$ cat config.mk
export PLATFORM = sky130hd
export DESIGN_NAME = mult_div_unit
export DESIGN_NICKNAME = d
export VERILOG_FILES = /design/src/rtl/mult_div_unit_pkg.sv /design/src/rtl/mult_div_unit_signed_div_core.sv /design/src/rtl/mult_div_unit.sv
export SDC_FILE = /design/constraint.sdc
export NUM_CORES = 1
export LEC_CHECK = 0
export BUFFER_PORTS_ARGS = -buffer_cell sky130_fd_sc_hd__buf_2
export CORE_UTILIZATION = 55
export DETAILED_ROUTE_END_ITERATION = 8
export PLACE_DENSITY = 0.82
export SETUP_SLACK_MARGIN = 0.4
export SYNTH_ARGS = -nofsm -noshare
export SYNTH_HDL_FRONTEND = slang
export SYNTH_SLANG_ARGS = --single-unit
$ cat constraint.sdc
create_clock -name clk -period 8.12 [get_ports clk]
set_clock_uncertainty 0.15 [all_clocks]
set_input_delay 0.406 -clock clk [delete_from_list [all_inputs] [get_ports clk]]
set_output_delay 0.406 -clock clk [all_outputs]
set_load 0.02 [all_outputs]
$ cat src/rtl/mult_div_unit_pkg.sv
// Shared definitions for the multiply/divide unit: FSM states, default
// operand width and the iteration-counter width helper.
package mult_div_unit_pkg;

    localparam int unsigned DEFAULT_WIDTH = 32;

    typedef enum logic [1:0] {
        ST_IDLE = 2'd0,
        ST_MULT = 2'd1,
        ST_DIV  = 2'd2,
        ST_DONE = 2'd3
    } state_t;

    // Counter must hold 0..WIDTH-1 with one spare bit of headroom.
    function automatic int unsigned cnt_width(input int unsigned w);
        return $clog2(w) + 1;
    endfunction

endpackage

$ cat src/rtl/mult_div_unit_signed_div_core.sv
// Signed restoring divider datapath: magnitude conversion on load, one
// shift-subtract step per enabled cycle, and sign fix-up of the results.
// quotient/remainder reflect the state *after* the current step so the
// parent can capture them on the same edge that completes the last step.
module signed_div_core #(
    parameter int unsigned WIDTH = 32
) (
    input  logic             clk,
    input  logic             reset,
    input  logic             load,
    input  logic             step,
    input  logic [WIDTH-1:0] dividend,
    input  logic [WIDTH-1:0] divisor,
    output logic [WIDTH-1:0] quotient,
    output logic [WIDTH-1:0] remainder
);

    logic [WIDTH-1:0] quo_q, quo_d;
    logic [WIDTH-1:0] rem_q, rem_d;
    logic [WIDTH-1:0] dvs_q, dvs_d;
    logic             neg_quo_q, neg_quo_d;
    logic             neg_rem_q, neg_rem_d;

    logic [WIDTH:0]   rem_shift;
    logic [WIDTH:0]   diff;

    function automatic logic [WIDTH-1:0] magnitude(input logic [WIDTH-1:0] v);
        return v[WIDTH-1] ? ('0 - v) : v;
    endfunction

    // Operand capture on load, one restoring iteration per step.
    always_comb begin
        quo_d     = quo_q;
        rem_d     = rem_q;
        dvs_d     = dvs_q;
        neg_quo_d = neg_quo_q;
        neg_rem_d = neg_rem_q;
        rem_shift = {rem_q, quo_q[WIDTH-1]};
        diff      = rem_shift - {1'b0, dvs_q};
        if (load) begin
            quo_d     = magnitude(dividend);
            rem_d     = '0;
            dvs_d     = magnitude(divisor);
            neg_quo_d = dividend[WIDTH-1] ^ divisor[WIDTH-1];
            neg_rem_d = dividend[WIDTH-1];
        end else if (step) begin
            if (diff[WIDTH]) begin
                rem_d = rem_shift[WIDTH-1:0];
                quo_d = {quo_q[WIDTH-2:0], 1'b0};
            end else begin
                rem_d = diff[WIDTH-1:0];
                quo_d = {quo_q[WIDTH-2:0], 1'b1};
            end
        end
    end

    // Sign fix-up: quotient truncates toward zero, remainder follows dividend.
    always_comb begin
        quotient  = neg_quo_q ? ('0 - quo_d) : quo_d;
        remainder = neg_rem_q ? ('0 - rem_d) : rem_d;
    end

    // Divider state registers.
    always_ff @(posedge clk or negedge reset) begin
        if (!reset) begin
            quo_q     <= '0;
            rem_q     <= '0;
            dvs_q     <= '0;
            neg_quo_q <= 1'b0;
            neg_rem_q <= 1'b0;
        end else begin
            quo_q     <= quo_d;
            rem_q     <= rem_d;
            dvs_q     <= dvs_d;
            neg_quo_q <= neg_quo_d;
            neg_rem_q <= neg_rem_d;
        end
    end

endmodule

$ cat src/rtl/mult_div_unit.sv
// Multicycle signed multiply (radix-2 Booth) / divide (restoring) unit
// feeding the HI/LO registers, sequenced by a start/done handshake.
module mult_div_unit
    import mult_div_unit_pkg::*;
#(
    parameter int unsigned WIDTH = DEFAULT_WIDTH
) (
    input  logic             clk,
    input  logic             reset,
    input  logic             mult_start,
    input  logic             div_start,
    input  logic [WIDTH-1:0] op_a,
    input  logic [WIDTH-1:0] op_b,
    output logic [WIDTH-1:0] hi_out,
    output logic [WIDTH-1:0] lo_out,
    output logic             busy,
    output logic             done,
    output logic             div_zero
);

    localparam int unsigned CW = cnt_width(WIDTH);

    state_t             state_q, state_d;
    logic [CW-1:0]      cnt_q, cnt_d;
    logic [WIDTH-1:0]   mcand_q, mcand_d;
    // {P_hi, P_lo, q_-1}
    logic [2*WIDTH:0]   prod_q, prod_d;
    logic [WIDTH-1:0]   hi_q, hi_d;
    logic [WIDTH-1:0]   lo_q, lo_d;
    logic               dz_q, dz_d;

    logic [WIDTH:0]     ph_ext;
    logic [WIDTH:0]     mc_ext;
    logic [WIDTH:0]     booth_sum;
    logic [2*WIDTH:0]   booth_next;

    logic               div_load;
    logic               div_step;
    logic [WIDTH-1:0]   div_quot;
    logic [WIDTH-1:0]   div_rem;
    logic               last_iter;

    signed_div_core #(.WIDTH(WIDTH)) u_div (
        .clk       (clk),
        .reset     (reset),
        .load      (div_load),
        .step      (div_step),
        .dividend  (op_a),
        .divisor   (op_b),
        .quotient  (div_quot),
        .remainder (div_rem)
    );

    // One Booth step: add/subtract at WIDTH+1 bits, then arithmetic shift.
    // The extra sum bit becomes the new P_hi sign after the shift.
    always_comb begin
        ph_ext = {prod_q[2*WIDTH], prod_q[2*WIDTH:WIDTH+1]};
        mc_ext = {mcand_q[WIDTH-1], mcand_q};
        unique case (prod_q[1:0])
            2'b01:   booth_sum = ph_ext + mc_ext;
            2'b10:   booth_sum = ph_ext - mc_ext;
            default: booth_sum = ph_ext;
        endcase
        booth_next = {booth_sum[WIDTH:1], booth_sum[0], prod_q[WIDTH:2], prod_q[1]};
    end

    // FSM next state, datapath updates and result capture on entry to DONE.
    always_comb begin
        state_d   = state_q;
        cnt_d     = cnt_q;
        mcand_d   = mcand_q;
        prod_d    = prod_q;
        hi_d      = hi_q;
        lo_d      = lo_q;
        dz_d      = 1'b0;
        div_load  = 1'b0;
        div_step  = 1'b0;
        last_iter = (cnt_q == CW'(WIDTH - 1));
        unique case (state_q)
            ST_IDLE: begin
                if (mult_start) begin
                    mcand_d = op_a;
                    prod_d  = {{WIDTH{1'b0}}, op_b, 1'b0};
                    cnt_d   = '0;
                    state_d = ST_MULT;
                end else if (div_start) begin
                    if (op_b == '0) begin
                        dz_d    = 1'b1;
                        state_d = ST_DONE;
                    end else begin
                        div_load = 1'b1;
                        cnt_d    = '0;
                        state_d  = ST_DIV;
                    end
                end
            end
            ST_MULT: begin
                prod_d = booth_next;
                cnt_d  = cnt_q + CW'(1);
                if (last_iter) begin
                    hi_d    = booth_next[2*WIDTH:WIDTH+1];
                    lo_d    = booth_next[WIDTH:1];
                    state_d = ST_DONE;
                end
            end
            ST_DIV: begin
                div_step = 1'b1;
                cnt_d    = cnt_q + CW'(1);
                if (last_iter) begin
                    hi_d    = div_rem;
                    lo_d    = div_quot;
                    state_d = ST_DONE;
                end
            end
            ST_DONE: begin
                state_d = ST_IDLE;
            end
            default: begin
                state_d = ST_IDLE;
            end
        endcase
    end

    // Status outputs decoded from the state register.
    always_comb begin
        busy     = (state_q == ST_MULT) || (state_q == ST_DIV);
        done     = (state_q == ST_DONE);
        div_zero = (state_q == ST_DONE) && dz_q;
        hi_out   = hi_q;
        lo_out   = lo_q;
    end

    // State and datapath registers.
    always_ff @(posedge clk or negedge reset) begin
        if (!reset) begin
            state_q <= ST_IDLE;
            cnt_q   <= '0;
            mcand_q <= '0;
            prod_q  <= '0;
            hi_q    <= '0;
            lo_q    <= '0;
            dz_q    <= 1'b0;
        end else begin
            state_q <= state_d;
            cnt_q   <= cnt_d;
            mcand_q <= mcand_d;
            prod_q  <= prod_d;
            hi_q    <= hi_d;
            lo_q    <= lo_d;
            dz_q    <= dz_d;
        end
    end

endmodule
-- After elaboration in Yosys (flattened, before gate mapping)
Cells that the tools add are included.
- word-level logic and storage cells: 83
- latch bits: 0
- output and inout port bits: 67
- memory bits (writable): 0
- bits in registers: 268
- bits in read-only memories: 0
- memories kept: 0
- mux-type cells: 37
- shifts and indexed selects: 0
- add/sub/neg operators: 8
- equal/unequal tests: 12
- multipliers: 0
- div/mod/pow operators: 0
- bitwise logic cells: 1
- reduce and logical (&&, ||, !) cells: 13
- order comparisons: 0
- operator list (kind ; count):
    2-to-1 mux 32 bit ; 13
    case mux 65 bit (2 select lines) ; 1
    case mux 32 bit (2 select lines) ; 2
    subtractor 1 x 32 -> 32 bit (first input constant) ; 4
    case mux 33 bit (2 select lines) ; 1
    2-to-1 mux 65 bit ; 1
    adder 32 x 32 -> 33 bit ; 1
    subtractor 32 x 32 -> 33 bit ; 1
    subtractor 33 x 32 -> 33 bit ; 1
    zero test 32 bit ; 1
    2-to-1 mux 6 bit ; 3
    case mux 6 bit (2 select lines) ; 1
    2-to-1 mux 1 bit ; 11
    adder 6 x 1 -> 6 bit (second input constant) ; 1
    equality test 2 bit (second input constant) ; 3
    equality test 6 x 5 -> 1 bit (second input constant) ; 1
    2-to-1 mux 2 bit ; 3
    != test 2 bit (second input constant) ; 3
    != test 3 bit (second input constant) ; 2
    case mux 2 bit (3 select lines) ; 1
    AND reduction 2 bit ; 3
    AND reduction 3 bit ; 2
    nonzero test 2 bit ; 3
    equality test 2 x 1 -> 1 bit (second input constant) ; 2
    other kinds (6) ; 6

-- Logic depth before layout (Yosys ltp)
- depth after elaboration: 10
- gate-level depth with buffers: 25
- gate-level depth less buffers: 21

-- Modules after synthesis
Synthesis repeated with hierarchy kept, for this count alone.
- cells, all modules: 2176
- area, all modules: 18950.7 µm²
- modules (own cells, without submodules) (module ; times used ; cells each ; area an instance (µm²) ; seq. area each (µm²)):
    mult_div_unit ; 1 ; 1068 ; 9977.1 ; 4254.1
    signed_div_core ; 1 ; 1108 ; 8973.6 ; 2452.4

-- Worst setup path after synthesis
No wires, ideal clock.
- path kind: reg-to-reg
- start: reg state_q[0]
- end: reg lo_q[28] (netlist: lo_out[28])
- period minus slack after synthesis: 6232 ps
- required time: 7832 ps
- cell stages (with the launch flop): 24
- buffers on the path: 9
- setup slack: 1888 ps
- data arrival time: 5944 ps
- path through: dfrtp_1 inv_1 ha_1 clkbuf_1 clkbuf_1 buf_1 clkbuf_1 buf_1 buf_2 buf_2 buf_2 buf_1 mux2_2 o21ai_0 ha_1 nand2_1 or2_1 or2_1 or2_0 or3_1 or3_4 o31ai_2 xor2_1 o22ai_1
- longest elaborated chain between the ends: 8
- elaborated cells between the ends (all ways): 15
- classes of those cells: add/sub (1); eq/ne (4); mux (7); reduce/logical (3)
- ends and longest elaborated chain (element ; line ; RTL):
    from (decl) ; mult_div_unit.sv:23 ; state_t state_q, state_d;
    from (signal assigned) ; mult_div_unit.sv:144 ; state_q <= state_d;
    equality test 2 bit ; mult_div_unit.sv:79 ; unique case (state_q)
    2-to-1 mux 1 bit ; mult_div_unit.sv:79 ;
    2-to-1 mux 32 bit ; mult_div_unit_signed_div_core.sv:46 ; end else if (step) begin
    2-to-1 mux 32 bit ; mult_div_unit_signed_div_core.sv:40 ; if (load) begin
    subtractor 1 x 32 -> 32 bit ; mult_div_unit_signed_div_core.sv:59 ; quotient = neg_quo_q ? ('0 - quo_d) : quo_d;
    2-to-1 mux 32 bit ; mult_div_unit_signed_div_core.sv:59 ;
    2-to-1 mux 32 bit ; mult_div_unit.sv:109 ; if (last_iter) begin
    case mux 32 bit (2 select lines) ; mult_div_unit.sv:79 ;
    to (signal assigned) ; mult_div_unit.sv:149 ; lo_q <= lo_d;
    to (decl) ; mult_div_unit.sv:29 ; logic [WIDTH-1:0] lo_q, lo_d;
Several ways; a longest one is shown, not always the timed one. The select of a mux whose other input is x is not followed.
A chain may end at the register's enable or synchronous reset.

-- Worst setup path in the final report
- start: reg u_div.rem_q[4]
- end: reg hi_q[31] (netlist: hi_out[31])
- longest elaborated chain between the ends: 8
- ends and longest elaborated chain (element ; line ; RTL):
    from (decl) ; mult_div_unit_signed_div_core.sv:19 ; logic [WIDTH-1:0] rem_q, rem_d;
    from (signal assigned) ; mult_div_unit_signed_div_core.sv:73 ; rem_q <= rem_d;
    subtractor 33 x 32 -> 33 bit ; mult_div_unit_signed_div_core.sv:39 ; diff = rem_shift - {1'b0, dvs_q};
    2-to-1 mux 32 bit * ; mult_div_unit_signed_div_core.sv:47 ; if (diff[WIDTH]) begin
    2-to-1 mux 32 bit * ; mult_div_unit_signed_div_core.sv:46 ;
    2-to-1 mux 32 bit * ; mult_div_unit_signed_div_core.sv:40 ;
    via u_div.rem_d[5] ; mult_div_unit_signed_div_core.sv:19 ;
    subtractor 1 x 32 -> 32 bit * ; mult_div_unit_signed_div_core.sv:60 ; remainder = neg_rem_q ? ('0 - rem_d) : rem_d;
    2-to-1 mux 32 bit * ; mult_div_unit_signed_div_core.sv:60 ;
    2-to-1 mux 32 bit * ; mult_div_unit.sv:109 ;
    case mux 32 bit (2 select lines) * ; mult_div_unit.sv:79 ;
    to (signal assigned) ; mult_div_unit.sv:148 ; hi_q <= hi_d;
    to (decl) ; mult_div_unit.sv:28 ; logic [WIDTH-1:0] hi_q, hi_d;
The timed path passes the listed nets; every way through them passes the cells marked *. The select of a mux whose other input is x is not followed.

==> results <==
- The clock latency reported for the late side of the worst-skew pair is 600 ps.
- By startpoint and endpoint, the worst setup path is classified as reg -> reg.
- The total number of vias is 18400.
- During placement, the flow inserted port buffers numbering approximately 130.
- The number of antenna diodes in the final layout is 0.
- The layout filler cell count is 2981.
- The worst vdd rail ir drop is roughly 300 µV.
- The count of unresolved DRC violations after routing is 0.
- The number of setup violations in the final report is 0.
- The average size of a mapped cell is 8.41 µm².
- The flow ran to the end, and the final reports show no timing, DRC or antenna violations.
- Measured along the y axis, the die boundary spans between 150 and 200 µm.
- In this run the post-CTS setup repair buffer count came out at 0.
- The full die area is 36100 µm².
- OpenSTA, run right after detailed placement, puts the worst setup slack at 2170 ps.
- The synthesized instance count is 2313.
- At the pin with the least slew margin, the transition time is between 1000 and 1500 ps.
- The total area inside the core boundary comes to 34700 µm².
- Walking the worst path, the cells encountered are ha_1, a21oi_1, nand2b_1, o211ai_1, a21bo_2, nand3_1, nand2_1, a311oi_1, or4_4, or4_1, or3_1, or2_4, or4_1, nand3_1.
- The count of flip-flops with a built-in enable after synthesis is 0.
- The power density of the placed cells is 507 nW/µm².
- The count of TritonRoute iterations in the first routing pass is 8.
- The via count of the first global-routing pass was 17600.
- The aggregate routed wire length is 60700 µm.
- Global routing consumed, over all layers together, 33.8% of the routing resources.
- The number of clock sinks is between 200 and 300.
- By area the synthesized netlist is led by sky130_fd_sc_hd__dfrtp_1 34%, sky130_fd_sc_hd__o21ai_0 6.0%, sky130_fd_sc_hd__ha_1 4.8%.
- Hold is met by 14.3 ps.
- The worst slew margin relative to its limit is 23.9%.
- In this run the core area contains 68 standard-cell rows.
- In the synthesized netlist the async set-or-reset flop fraction comes to 100%.
- The CTS tree is yes.
- The effective utilization at floorplan is 56.0%.
- Of the available clock period, the critical path in the final layout requires 75.0%.
- The largest single stage delay on the critical path is between 700 and 800 ps.
- The global placement routability congestion is between 0.9 and 1.
- For this block, the initial DRC count from the detailed router was 1863.
- After synthesis, the largest area contributor takes up roughly a third of total cell area.
- The worst setup path is launched from a flop.
- Along the worst path, the maximum fanout reaches 23.
- The flip-flop cell with the highest count after synthesis is sky130_fd_sc_hd__dfrtp_1.
- The kind of end point of the critical path is a flop.
- For this design the static power due to leakage is about 9.3 nW.
- The die is 190 µm wide.
- The top-level port count is 135.
- For this run, the number of Yosys warnings is 0.
- In this run the remaining antenna-violating nets after routing total 0.
- The number of antenna violations at the first check in global routing is 0.
- The number of hold-slack violations in the final timing report was 0.
- The clock slew at the register clock pins of the worst setup and hold paths is 60 ps.
- The synthesized design contains 268 register bits.
- Detailed placement finished with a half-perimeter wire length of roughly 45000 µm.
- The cell with the largest stage delay on the worst path is sky130_fd_sc_hd__nand2_1.
- Setup repair after global routing left no endpoint under its margin.
- The cell depth of the worst hold path is 3.
- Measured in cells, the most critical reg-to-reg path has a length of 14.
- The fraction of the yosys area taken by sequential cells is 34.5%.
- The signed area change from the synthesized netlist to the final layout is 11.5%.
- The multi-input combinational cells in the finished layout cover a total of about 12000 µm².
- The count of max-cap constraint violations is 0.
- The number of clock buffers added by TritonCTS is 31.
- After routing, the total negative slack on setup checks comes to 0 ps.
- After detailed routing, the average wire length per cell comes to 21.2 µm.
- Entering global routing, the biggest net connects 141 pins.
- The number of gates resized after cts is 0.
- The depth of the CTS H-tree is 1.
- Dividing the detail-routed via count by the number of cells gives 6.41.
- Synthesis instantiated 90 different standard cells from the library.
- The number of nets handed over by synthesis was 2458.
- Derived from the worst setup path, the maximum achievable clock frequency is 0.164 GHz.
- The final global-route overflow total is 0.
- Summing all flip-flop and latch instances after layout gives 6710 µm².
- The library cell with the largest summed area after synthesis is sky130_fd_sc_hd__dfrtp_1.
- The post-layout net count is ~2500.
- The final setup slack of the worst path is 2030 ps.
- The minimum clock period after layout is 6090 ps.
- For the worst setup path, the data required time is 8510 ps.
- The buffer depth of the longest clock path is 3.
- The cell area that synthesis handed to floorplanning was 19500 µm².
- The first global-routing pass estimated 96100 µm of wire.
- The min-delay analysis places its worst path in the category in -> reg.
- The tree is rooted in a sky130_fd_sc_hd__clkbuf_16.
- The layout cell share with drive strength beyond 1 is 12.4%.
- The number of pins exceeding their max-slew limit in the final report came to 0.
- For the worst setup path, the data arrival time is 6480 ps.
-- metrics by stage --
stage | cells | instance area (µm²) | power [mW] | util [%]
after floorplan | 2313 | 19500 | 7.46 | -
after global placement | 2786 | 20400 | 9.15 | 58.6
after detailed placement | 2786 | 20400 | 9.30 | 58.6
after CTS | 2870 | 21700 | 10.8 | 62.5
after global routing | 2870 | 21700 | 11.8 | 62.5
final | 2870 | 21700 | 11.0 | 62.5
-- critical path, delay by kind of cell, from the launching register on --
kind / cells / cell delay [ps]
and+or+nand+nor: 9 / 3810
AOI/OAI and AO/OA: 4 / 1280
DFF: 1 / 430
adders and majority gates: 1 / 350
-- routing by layer --
layer / vias up / global-route usage (%) / share of wire [%]
li1: 8536 / - / -
met1: 8903 / 45.6 / 42
met2: 813 / 55.1 / 46
met3: 154 / 4.93 / 7.3
met4: 0 / 12.3 / 4.0
met5: - / 0 / 0
-- synth_stat cells, types with 7 or more instances --
| cell type | count |
|---|---|
| sky130_fd_sc_hd__mux2i_1 | 71 |
| sky130_fd_sc_hd__and2_1 | 10 |
| sky130_fd_sc_hd__dfrtp_1 | 268 |
| sky130_fd_sc_hd__o21ai_1 | 13 |
| sky130_fd_sc_hd__a32oi_1 | 7 |
| sky130_fd_sc_hd__a21oi_1 | 185 |
| sky130_fd_sc_hd__mux2_2 | 35 |
| sky130_fd_sc_hd__o21a_1 | 19 |
| sky130_fd_sc_hd__or3_1 | 24 |
| sky130_fd_sc_hd__o31ai_1 | 36 |
| sky130_fd_sc_hd__nand2b_1 | 29 |
| sky130_fd_sc_hd__nor3_1 | 35 |
| sky130_fd_sc_hd__and3_1 | 9 |
| sky130_fd_sc_hd__nor2_1 | 191 |
| sky130_fd_sc_hd__o221ai_1 | 7 |
| sky130_fd_sc_hd__xor2_1 | 104 |
| sky130_fd_sc_hd__or2_2 | 11 |
| sky130_fd_sc_hd__o31a_1 | 9 |
| sky130_fd_sc_hd__a31oi_1 | 26 |
| sky130_fd_sc_hd__o211ai_1 | 13 |
| sky130_fd_sc_hd__nand3_1 | 30 |
| sky130_fd_sc_hd__or4_1 | 18 |
| sky130_fd_sc_hd__nand2_1 | 237 |
| sky130_fd_sc_hd__xnor2_1 | 80 |
| sky130_fd_sc_hd__ha_1 | 75 |
| sky130_fd_sc_hd__buf_2 | 18 |
| sky130_fd_sc_hd__nor4_1 | 13 |
| sky130_fd_sc_hd__a211oi_1 | 29 |
| sky130_fd_sc_hd__a21o_1 | 29 |
| sky130_fd_sc_hd__nor2b_1 | 27 |
| sky130_fd_sc_hd__nand4_1 | 12 |
| sky130_fd_sc_hd__a22oi_1 | 8 |
| sky130_fd_sc_hd__a211o_1 | 7 |
| sky130_fd_sc_hd__o21ai_0 | 232 |
| sky130_fd_sc_hd__o22ai_1 | 37 |
| sky130_fd_sc_hd__buf_1 | 11 |
| sky130_fd_sc_hd__o41ai_1 | 17 |
| sky130_fd_sc_hd__a22o_1 | 23 |
| sky130_fd_sc_hd__inv_1 | 84 |
| sky130_fd_sc_hd__clkbuf_1 | 104 |
-- placed cells by master, fill, tap and decap left out, types with 10 or more instances in the layout --
cell	n
sky130_fd_sc_hd__nor2b_1	27
sky130_fd_sc_hd__a211oi_1	29
sky130_fd_sc_hd__mux2i_1	70
sky130_fd_sc_hd__nor3_1	35
sky130_fd_sc_hd__ha_1	73
sky130_fd_sc_hd__buf_2	133
sky130_fd_sc_hd__a21o_1	29
sky130_fd_sc_hd__buf_4	21
sky130_fd_sc_hd__o21a_1	19
sky130_fd_sc_hd__a22o_1	23
sky130_fd_sc_hd__xnor2_1	80
sky130_fd_sc_hd__clkbuf_16	31
sky130_fd_sc_hd__dlygate4sd3_1	27
sky130_fd_sc_hd__nand3_1	30
sky130_fd_sc_hd__or3_1	24
sky130_fd_sc_hd__or4_1	18
sky130_fd_sc_hd__nor4_1	13
sky130_fd_sc_hd__nand2b_1	29
sky130_fd_sc_hd__a21oi_1	185
sky130_fd_sc_hd__mux2_2	35
sky130_fd_sc_hd__nand2_1	237
sky130_fd_sc_hd__inv_1	84
sky130_fd_sc_hd__o31ai_1	36
sky130_fd_sc_hd__a31oi_1	26
sky130_fd_sc_hd__nand4_1	12
sky130_fd_sc_hd__and2_1	10
sky130_fd_sc_hd__o41ai_1	17
sky130_fd_sc_hd__xor2_1	104
sky130_fd_sc_hd__or2_2	11
sky130_fd_sc_hd__nor2_1	189
sky130_fd_sc_hd__o211ai_1	13
sky130_fd_sc_hd__o21ai_0	232
sky130_fd_sc_hd__o21ai_1	12
sky130_fd_sc_hd__dfrtp_1	268
sky130_fd_sc_hd__o22ai_1	37
-- power by group --
group	internal [mW]	switching, mW	total [mW]
clock	0.860	0.622	1.48
sequential	1.83	0.524	2.36
combinational	2.64	4.51	7.15
total	5.33	5.65	11.0
-- what timing repair did --
| item | CTS | global route |
|---|---|---|
| hold buffers | 27 | 0 |
| endpoints found under the setup margin | 0 | 0 |
| endpoints found under the hold margin | 164 | 0 |
-- logic make-up (layout without fill, tap and decap cells) --
group | count (synthesis) | after routing | synth area share, %
compound gates | 771 | 771 | 25.3
mux | 107 | 107 | 5.79
simple gates | 682 | 682 | 16.5
buf+inv | 224 | 326 | 4.59
flops | 268 | 268 | 34.5
xor+xnor | 184 | 184 | 8.28
fa+ha+maj | 77 | 77 | 5.03
-- flip-flops by register name, summed over array words and instances (netlist names) --
name,cells
u_div.quo_q,32
u_div.neg_quo_q,1
prod_q,65
u_div.neg_rem_q,1
u_div.rem_q,32
mcand_q,32
hi_out,32
cnt_q,6
dz_q,1
u_div.dvs_q,32
state_q,2
lo_out,32
-- layout make-up --
cell class	instances	share of cell area, %
Inverter	87	1.51
Clock inverter	19	1.06
Tap cell	455	2.62
Clock buffer	38	3.84
Multi-Input combinational cell	1821	54.9
Sequential cell	268	30.9
Timing Repair Buffer	182	5.11
-- path summary, 6_finish.rpt --
path,from,to,slack (ps)
min reg2reg,hi_out[12],hi_out[12],330
min,op_b[9],prod_q[10],10
max,u_div.rem_q[4],hi_out[31],2030
max in group asynchronous,reset,u_div.dvs_q[29],5930
max reg2reg,u_div.rem_q[4],hi_out[31],2030
min in group asynchronous,reset,cnt_q[0],340
(Power assumes the default switching activity.)
